`config.mk`:
```
export PLATFORM = sky130hd
export DESIGN_NAME = traffic_phase_scheduler
export DESIGN_NICKNAME = d
export VERILOG_FILES = /design/src/rtl/traffic_phase_scheduler.sv
export SDC_FILE = /design/constraint.sdc
export NUM_CORES = 1
export LEC_CHECK = 0
export CORE_UTILIZATION = 50
export CTS_CLUSTER_DIAMETER = 100
export DETAILED_ROUTE_END_ITERATION = 16
export PLACE_DENSITY_LB_ADDON = 0.1
export SKIP_LAST_GASP = 1
export SYNTH_ARGS = -nofsm -noshare
export SYNTH_HDL_FRONTEND = slang
export SYNTH_SLANG_ARGS = --single-unit
export TNS_END_PERCENT = 1
```
`constraint.sdc`:
```
create_clock -name clock -period 6.2 [get_ports clock]
set_input_delay 0.62 -clock clock [delete_from_list [all_inputs] [get_ports clock]]
set_output_delay 0.62 -clock clock [all_outputs]
set_load 0.05 [all_outputs]
```
`src/rtl/traffic_phase_scheduler.sv`:
```
// rtl/traffic_phase_scheduler.sv - two-way intersection phase scheduler; PED_WALK_EN adds pedestrian walk phase
module traffic_phase_scheduler #(
  parameter int TICK_DIV     = 100000000,
  parameter int GREEN_TICKS  = 5,
  parameter int YELLOW_TICKS = 2,
  parameter int ALLRED_TICKS = 1,
  parameter int WALK_TICKS   = 4
) (
  input  logic       clock,
  input  logic       reset,
  input  logic       ped_req,
  output logic       ped_ack,
  output logic [2:0] light_ns,
  output logic [2:0] light_ew,
  output logic       walk,
  output logic [2:0] phase
);

  // Phase state codes; the code is also exported on the debug phase port.
  localparam logic [2:0] S_ALLRED_A  = 3'd0;
  localparam logic [2:0] S_NS_GREEN  = 3'd1;
  localparam logic [2:0] S_NS_YELLOW = 3'd2;
  localparam logic [2:0] S_ALLRED_B  = 3'd3;
  localparam logic [2:0] S_EW_GREEN  = 3'd4;
  localparam logic [2:0] S_EW_YELLOW = 3'd5;
  localparam logic [2:0] S_WALK      = 3'd6;

  // One-hot lamp encodings.
  localparam logic [2:0] LAMP_RED    = 3'b100;
  localparam logic [2:0] LAMP_GREEN  = 3'b010;
  localparam logic [2:0] LAMP_YELLOW = 3'b001;

  // Terminal values: a state ends on the tick where the timer equals duration-1.
  localparam logic [27:0] LP_TICK_LAST   = 28'(TICK_DIV - 1);
  localparam logic [3:0]  LP_GREEN_LAST  = 4'(GREEN_TICKS - 1);
  localparam logic [3:0]  LP_YELLOW_LAST = 4'(YELLOW_TICKS - 1);
  localparam logic [3:0]  LP_ALLRED_LAST = 4'(ALLRED_TICKS - 1);
  localparam logic [3:0]  LP_WALK_LAST   = 4'(WALK_TICKS - 1);

  logic [2:0]  r_state;
  logic [27:0] r_presc;
  logic [3:0]  r_timer;
  logic        r_ped_ack;
  logic [2:0]  r_light_ns;
  logic [2:0]  r_light_ew;
  logic        r_walk;
  logic [2:0]  r_phase;

  logic        w_tick;
  logic [3:0]  w_dur_last;
  logic        w_phase_done;
  logic [2:0]  w_next_state;
  logic        w_state_change;
  logic        w_enter_walk;
  logic [2:0]  w_light_ns;
  logic [2:0]  w_light_ew;
  logic        w_walk;

`ifdef PED_WALK_EN
  logic        r_ped_pending;
`else
  logic        w_unused_ped_req;
  assign w_unused_ped_req = ped_req;
`endif

  // Tick is decoded from the registered count, so it is a clean one-cycle strobe.
  assign w_tick         = (r_presc == LP_TICK_LAST);
  assign w_phase_done   = w_tick && (r_timer == w_dur_last);
  assign w_state_change = (w_next_state != r_state);

  // Free-running prescaler, wrapping at TICK_DIV-1; first tick lands TICK_DIV clocks after reset.
  always_ff @(posedge clock) begin
    if (reset) begin
      r_presc <= 28'd0;
    end else if (w_tick) begin
      r_presc <= 28'd0;
    end else begin
      r_presc <= r_presc + 28'd1;
    end
  end

  // Phase timer counts ticks spent in the current state and restarts on every state change.
  always_ff @(posedge clock) begin
    if (reset) begin
      r_timer <= 4'd0;
    end else if (w_state_change) begin
      r_timer <= 4'd0;
    end else if (w_tick) begin
      r_timer <= r_timer + 4'd1;
    end
  end

  // Select the terminal timer value for the state currently being timed.
  always_comb begin
    w_dur_last = LP_ALLRED_LAST;
    case (r_state)
      S_NS_GREEN, S_EW_GREEN:   w_dur_last = LP_GREEN_LAST;
      S_NS_YELLOW, S_EW_YELLOW: w_dur_last = LP_YELLOW_LAST;
      S_WALK:                   w_dur_last = LP_WALK_LAST;
      default:                  w_dur_last = LP_ALLRED_LAST;
    endcase
  end

  // FSM state register.
  always_ff @(posedge clock) begin
    if (reset) begin
      r_state <= S_ALLRED_A;
    end else begin
      r_state <= w_next_state;
    end
  end

  // FSM next-state logic; any unused code falls back to ALLRED_A immediately.
  always_comb begin
    w_next_state = r_state;
    case (r_state)
      S_ALLRED_A:  if (w_phase_done) w_next_state = S_NS_GREEN;
      S_NS_GREEN:  if (w_phase_done) w_next_state = S_NS_YELLOW;
      S_NS_YELLOW: if (w_phase_done) w_next_state = S_ALLRED_B;
      S_ALLRED_B:  if (w_phase_done) w_next_state = S_EW_GREEN;
      S_EW_GREEN:  if (w_phase_done) w_next_state = S_EW_YELLOW;
`ifdef PED_WALK_EN
      S_EW_YELLOW: if (w_phase_done) w_next_state = r_ped_pending ? S_WALK : S_ALLRED_A;
      S_WALK:      if (w_phase_done) w_next_state = S_ALLRED_A;
`else
      S_EW_YELLOW: if (w_phase_done) w_next_state = S_ALLRED_A;
`endif
      default:     w_next_state = S_ALLRED_A;
    endcase
  end

  // FSM output decode from the next state, so registered lamps change on the same edge as the state.
  always_comb begin
    w_light_ns = LAMP_RED;
    w_light_ew = LAMP_RED;
    w_walk     = 1'b0;
    case (w_next_state)
      S_NS_GREEN:  w_light_ns = LAMP_GREEN;
      S_NS_YELLOW: w_light_ns = LAMP_YELLOW;
      S_EW_GREEN:  w_light_ew = LAMP_GREEN;
      S_EW_YELLOW: w_light_ew = LAMP_YELLOW;
`ifdef PED_WALK_EN
      S_WALK:      w_walk     = 1'b1;
`endif
      default: begin
        w_light_ns = LAMP_RED;
        w_light_ew = LAMP_RED;
      end
    endcase
  end

`ifdef PED_WALK_EN
  assign w_enter_walk = (r_state == S_EW_YELLOW) && (w_next_state == S_WALK);

  // Latch a pedestrian request; consuming it on WALK entry wins over a same-cycle request.
  always_ff @(posedge clock) begin
    if (reset) begin
      r_ped_pending <= 1'b0;
    end else if (w_enter_walk) begin
      r_ped_pending <= 1'b0;
    end else if (ped_req && (r_state != S_WALK)) begin
      r_ped_pending <= 1'b1;
    end
  end
`else
  assign w_enter_walk = 1'b0;
`endif

  // Output registers; reset forces all-red immediately, abandoning any phase in progress.
  always_ff @(posedge clock) begin
    if (reset) begin
      r_light_ns <= LAMP_RED;
      r_light_ew <= LAMP_RED;
      r_walk     <= 1'b0;
      r_ped_ack  <= 1'b0;
      r_phase    <= S_ALLRED_A;
    end else begin
      r_light_ns <= w_light_ns;
      r_light_ew <= w_light_ew;
      r_walk     <= w_walk;
      r_ped_ack  <= w_enter_walk;
      r_phase    <= w_next_state;
    end
  end

  assign light_ns = r_light_ns;
  assign light_ew = r_light_ew;
  assign walk     = r_walk;
  assign ped_ack  = r_ped_ack;
  assign phase    = r_phase;

endmodule

```
==> metrics.log <==
[metrics] Final Instance Count excl. Fillers: approximately 290
[metrics] drt wl/cell: about 13 microns
[metrics] Fin Hold WS: between 400 and 500 ps
[metrics] floorplan die area: roughly 4200 sq um
[metrics] count of max-cap constraint violations: 0
[metrics] type of the worst setup path: reg -> reg
[metrics] startpoint of the tightest hold check path: r_presc[0]$_SDFF_PP0_
[metrics] setup TNS: 0 ps
[metrics] vias in the first global route: roughly 1500
[metrics] number of warnings reported in the yosys synthesis log: 0
[metrics] routability cong.: 0.7991
[metrics] share of power burned in registers: 53.9%
[metrics] pin count of the biggest net entering global routing: 28
[metrics] initial standard-cell utilization of the core: 53.06%
[metrics] ANT nets after route: 0
[metrics] clock transition at the register clock pins on the worst setup and hold paths after CTS: around 70 ps
[metrics] top cells by area, synth: sky130_fd_sc_hd__dfxtp_1 42%, sky130_fd_sc_hd__xnor2_1 7.6%, sky130_fd_sc_hd__nor2_1 6.7%
[metrics] number of distinct library cells after synthesis: 45
[metrics] startpoint class of the critical path: register
[metrics] detailed-routing iteration count for the pre-antenna-repair pass: 4
[metrics] Resized Gates After CTS: 0
[metrics] DRC violation count after routing: 0
[metrics] share of the clock period used by the worst path after layout: ~44%
[metrics] internal power component: between 0.3 and 0.4 mW
[metrics] switching fraction of total power: 19.29%
[metrics] number of fill cells: between 300 and 400
[metrics] via count: between 1500 and 2000
[metrics] Vias per Instance: approximately 5.5
[metrics] RSZ-0062 raised after global routing: false
[metrics] start point of the critical path: r_presc[0]$_SDFF_PP0_
[metrics] total area of sequential cells: 820.8 sq um
[metrics] detailed-placement wirelength estimate: between 2000 and 3000 microns
[metrics] DP Cell Count: 280
[metrics] ys flop type: sky130_fd_sc_hd__dfxtp_1
[metrics] Die Y-Extent: roughly 65 microns
[metrics] Setup-failing EPs final: 0
[metrics] leakage power: between 0.7 and 0.8 nW
[metrics] worst clock skew: 7.609 ps
[metrics] area growth from synthesis to layout: 11.48%
[metrics] most numerous cell types in the synthesized netlist: 41 x sky130_fd_sc_hd__dfxtp_1, 35 x sky130_fd_sc_hd__nor2_1, 17 x sky130_fd_sc_hd__xnor2_1
[metrics] leading cell type by number of instances after synthesis: sky130_fd_sc_hd__dfxtp_1
[metrics] global-route wire length before repair: 6624 microns
[metrics] flip-flop and latch count after synthesis: 41
[metrics] number of port buffers: 10
[metrics] CORE AREA: 3716 sq um
[metrics] power consumption: just under 0.5 mW
[metrics] row count: 22
[metrics] cell type contributing the most total cell area after synthesis: sky130_fd_sc_hd__dfxtp_1
[metrics] PD cells: roughly 220 nW/um^2
[metrics] sequential cell area fraction in the yosys report: 41.62%
[metrics] status: finished clean
[metrics] RR Startpoint: r_presc[0]$_SDFF_PP0_
[metrics] Synth Area per Inst: about 8.5 sq um
[metrics] post-place setup slack: 3433 ps
[metrics] # nets final: approximately 240
[metrics] top fanout value on the critical path: 27
[metrics] Peak VDD IR: approximately 160 uV
[metrics] clock tree from TritonCTS: done
[metrics] leftover overflow at the end of global routing: 0
[metrics] Post-synth ARST share: 0%
[metrics] TritonCTS buffer count: 5
[metrics] worst max-slew margin expressed relative to the limit: a little under two fifths
[metrics] register-to-register path setup slack: roughly 3500 ps
[metrics] total routed wirelength: roughly 3700 microns
[metrics] clk sink count: 41
[metrics] Max Slew Vio Count: 0
[metrics] path class of the lowest-slack min-delay path: reg -> reg
[metrics] Synth top area share: between 40% and 50%
[metrics] Ports: 14
[metrics] # diodes: 0
[metrics] CTS H-tree depth: 2
[metrics] Sw Pwr: around 0.095 mW
[metrics] clk buf depth: 2
[metrics] data arrival time of the critical path: 2870 ps
[metrics] DRC violation total after the first TritonRoute iteration: 164
[metrics] setup fix buffers added after clock tree synthesis: 0
[metrics] hold bufs inserted after CTS: 0
[metrics] area of the multi-input gates: around 1100 sq um
[metrics] clock latency reported for the late side of the worst-skew pair: between 200 and 300 ps
[metrics] overall routing resource usage: just over 20%
[metrics] kind of end point of the critical path: register
[metrics] die span in x: around 65 microns
[metrics] slew of the pin with the lowest slew margin: between 900 and 1000 ps
[metrics] number of antenna violations at the first check in global routing: 0
[metrics] worst setup slack after layout: about 3500 ps
[metrics] Root Driver: sky130_fd_sc_hd__clkbuf_8
[metrics] post-synth design cell area: just under 2000 sq um
[metrics] layout cells sized above 1: 8.333%
[metrics] highest clock frequency the design can meet: between 0.3 and 0.4 GHz
[metrics] total count of hold-check failures in the final report: 0
[metrics] clock network fraction of total power: 43.7%
[metrics] Final min period: between 2000 and 3000 ps
[metrics] part of the total power dissipated in combinational logic: between 2 and 3%
[metrics] data required time of the critical path: around 6300 ps
[metrics] number of enable flip-flop cells after synthesis: 0
[metrics] cell count after synthesis: between 200 and 250
==> power by group through the flow <==
| stage | clock, mW | sequential [mW] | combinational, mW |
|---|---|---|---|
| final | 0.216 | 0.266 | 0.0121 |
| after global routing | 0.235 | 0.267 | 0.0134 |
| after global placement | 0 | 0.273 | 0.0119 |
| after CTS | 0.225 | 0.266 | 0.0122 |
| after detailed placement | 0 | 0.273 | 0.0122 |
| after floorplan | 0 | 0.272 | 0.0109 |
==> cells in the final DEF (no fill, tap or decap), types with 2 or more instances in the layout <==
cell	synthesis	layout
sky130_fd_sc_hd__ha_1	2	2
sky130_fd_sc_hd__nand2_1	16	16
sky130_fd_sc_hd__conb_1	1	2
sky130_fd_sc_hd__inv_1	8	8
sky130_fd_sc_hd__or4_1	2	2
sky130_fd_sc_hd__nor3b_1	4	4
sky130_fd_sc_hd__nor2_1	35	35
sky130_fd_sc_hd__dfxtp_1	41	41
sky130_fd_sc_hd__nand3_1	16	16
sky130_fd_sc_hd__xnor2_1	17	17
sky130_fd_sc_hd__o21ai_0	2	2
sky130_fd_sc_hd__nor3_1	16	16
sky130_fd_sc_hd__nor4_1	4	4
sky130_fd_sc_hd__clkbuf_8	0	6
sky130_fd_sc_hd__or2_2	3	3
sky130_fd_sc_hd__clkdlybuf4s50_1	0	10
sky130_fd_sc_hd__mux2i_1	7	7
sky130_fd_sc_hd__nand4_1	9	9
sky130_fd_sc_hd__xor2_1	10	10
sky130_fd_sc_hd__a21oi_1	4	4
==> final cells by class <==
cell class	instances	share of cell area (%)
Tap cell	48	2.732
Clock buffer	7	3.927
Sequential cell	41	37.34
Multi-Input combinational cell	172	48.38
Inverter	8	1.366
Clock inverter	1	1.366
Timing Repair Buffer	11	4.895
==> per-stage QoR <==
step | area (sq um) | util, %
2_1_floorplan | 1976 | -
3_3_place_gp | 2082 | 56.03
3_5_place_dp | 2082 | 56.03
4_1_cts | 2198 | 59.16
5_1_grt | 2198 | 59.16
6_report | 2198 | 59.16
==> metal layers <==
metal | global-route usage, % | wire length [microns] | vias up
li1 | - | - | 811
met1 | 24.67 | 1775 | 736
met2 | 34.90 | 1749 | 33
met3 | 5.282 | 144 | 4
met4 | 5.833 | 36 | 0
met5 | 0 | 0 | -
==> sequential cells by signal (all words and copies together), names as in the netlist <==
register	cells
r_presc	28
r_timer	4
light_ew	3
light_ns	3
phase	3
==> path summary, 6_finish.rpt <==
check                                end  cells past startpoint
setup / recovery  r_presc[24]$_SDFF_PP0_                      6
hold / removal     r_presc[0]$_SDFF_PP0_                      1
setup reg to reg  r_presc[24]$_SDFF_PP0_                      6
hold reg to reg    r_presc[0]$_SDFF_PP0_                      1
==> critical path, stage by stage, from the launching register on <==
cell and delay, ps:
sky130_fd_sc_hd__dfxtp_1 370, sky130_fd_sc_hd__ha_1 250, sky130_fd_sc_hd__nand3_1 140, sky130_fd_sc_hd__or4_4 520, sky130_fd_sc_hd__or2_1 360, sky130_fd_sc_hd__or2b_1 810, sky130_fd_sc_hd__nor2_1 120
==> logic make-up after synthesis <==
| group | Yosys count | share of synthesized area (%) |
|---|---|---|
| XOR/XNOR | 27 | 11.99 |
| buffers and inverters | 19 | 4.632 |
| adder cells (fa/ha/maj) | 2 | 1.269 |
| multiplexers | 8 | 4.124 |
| other | 1 | 0.1902 |
| AND/OR/NAND/NOR | 119 | 31.09 |
| flip-flops | 41 | 41.62 |
| AO/OA/AOI/OAI | 14 | 5.077 |
Note: power is estimated with default switching activity, not from simulation.
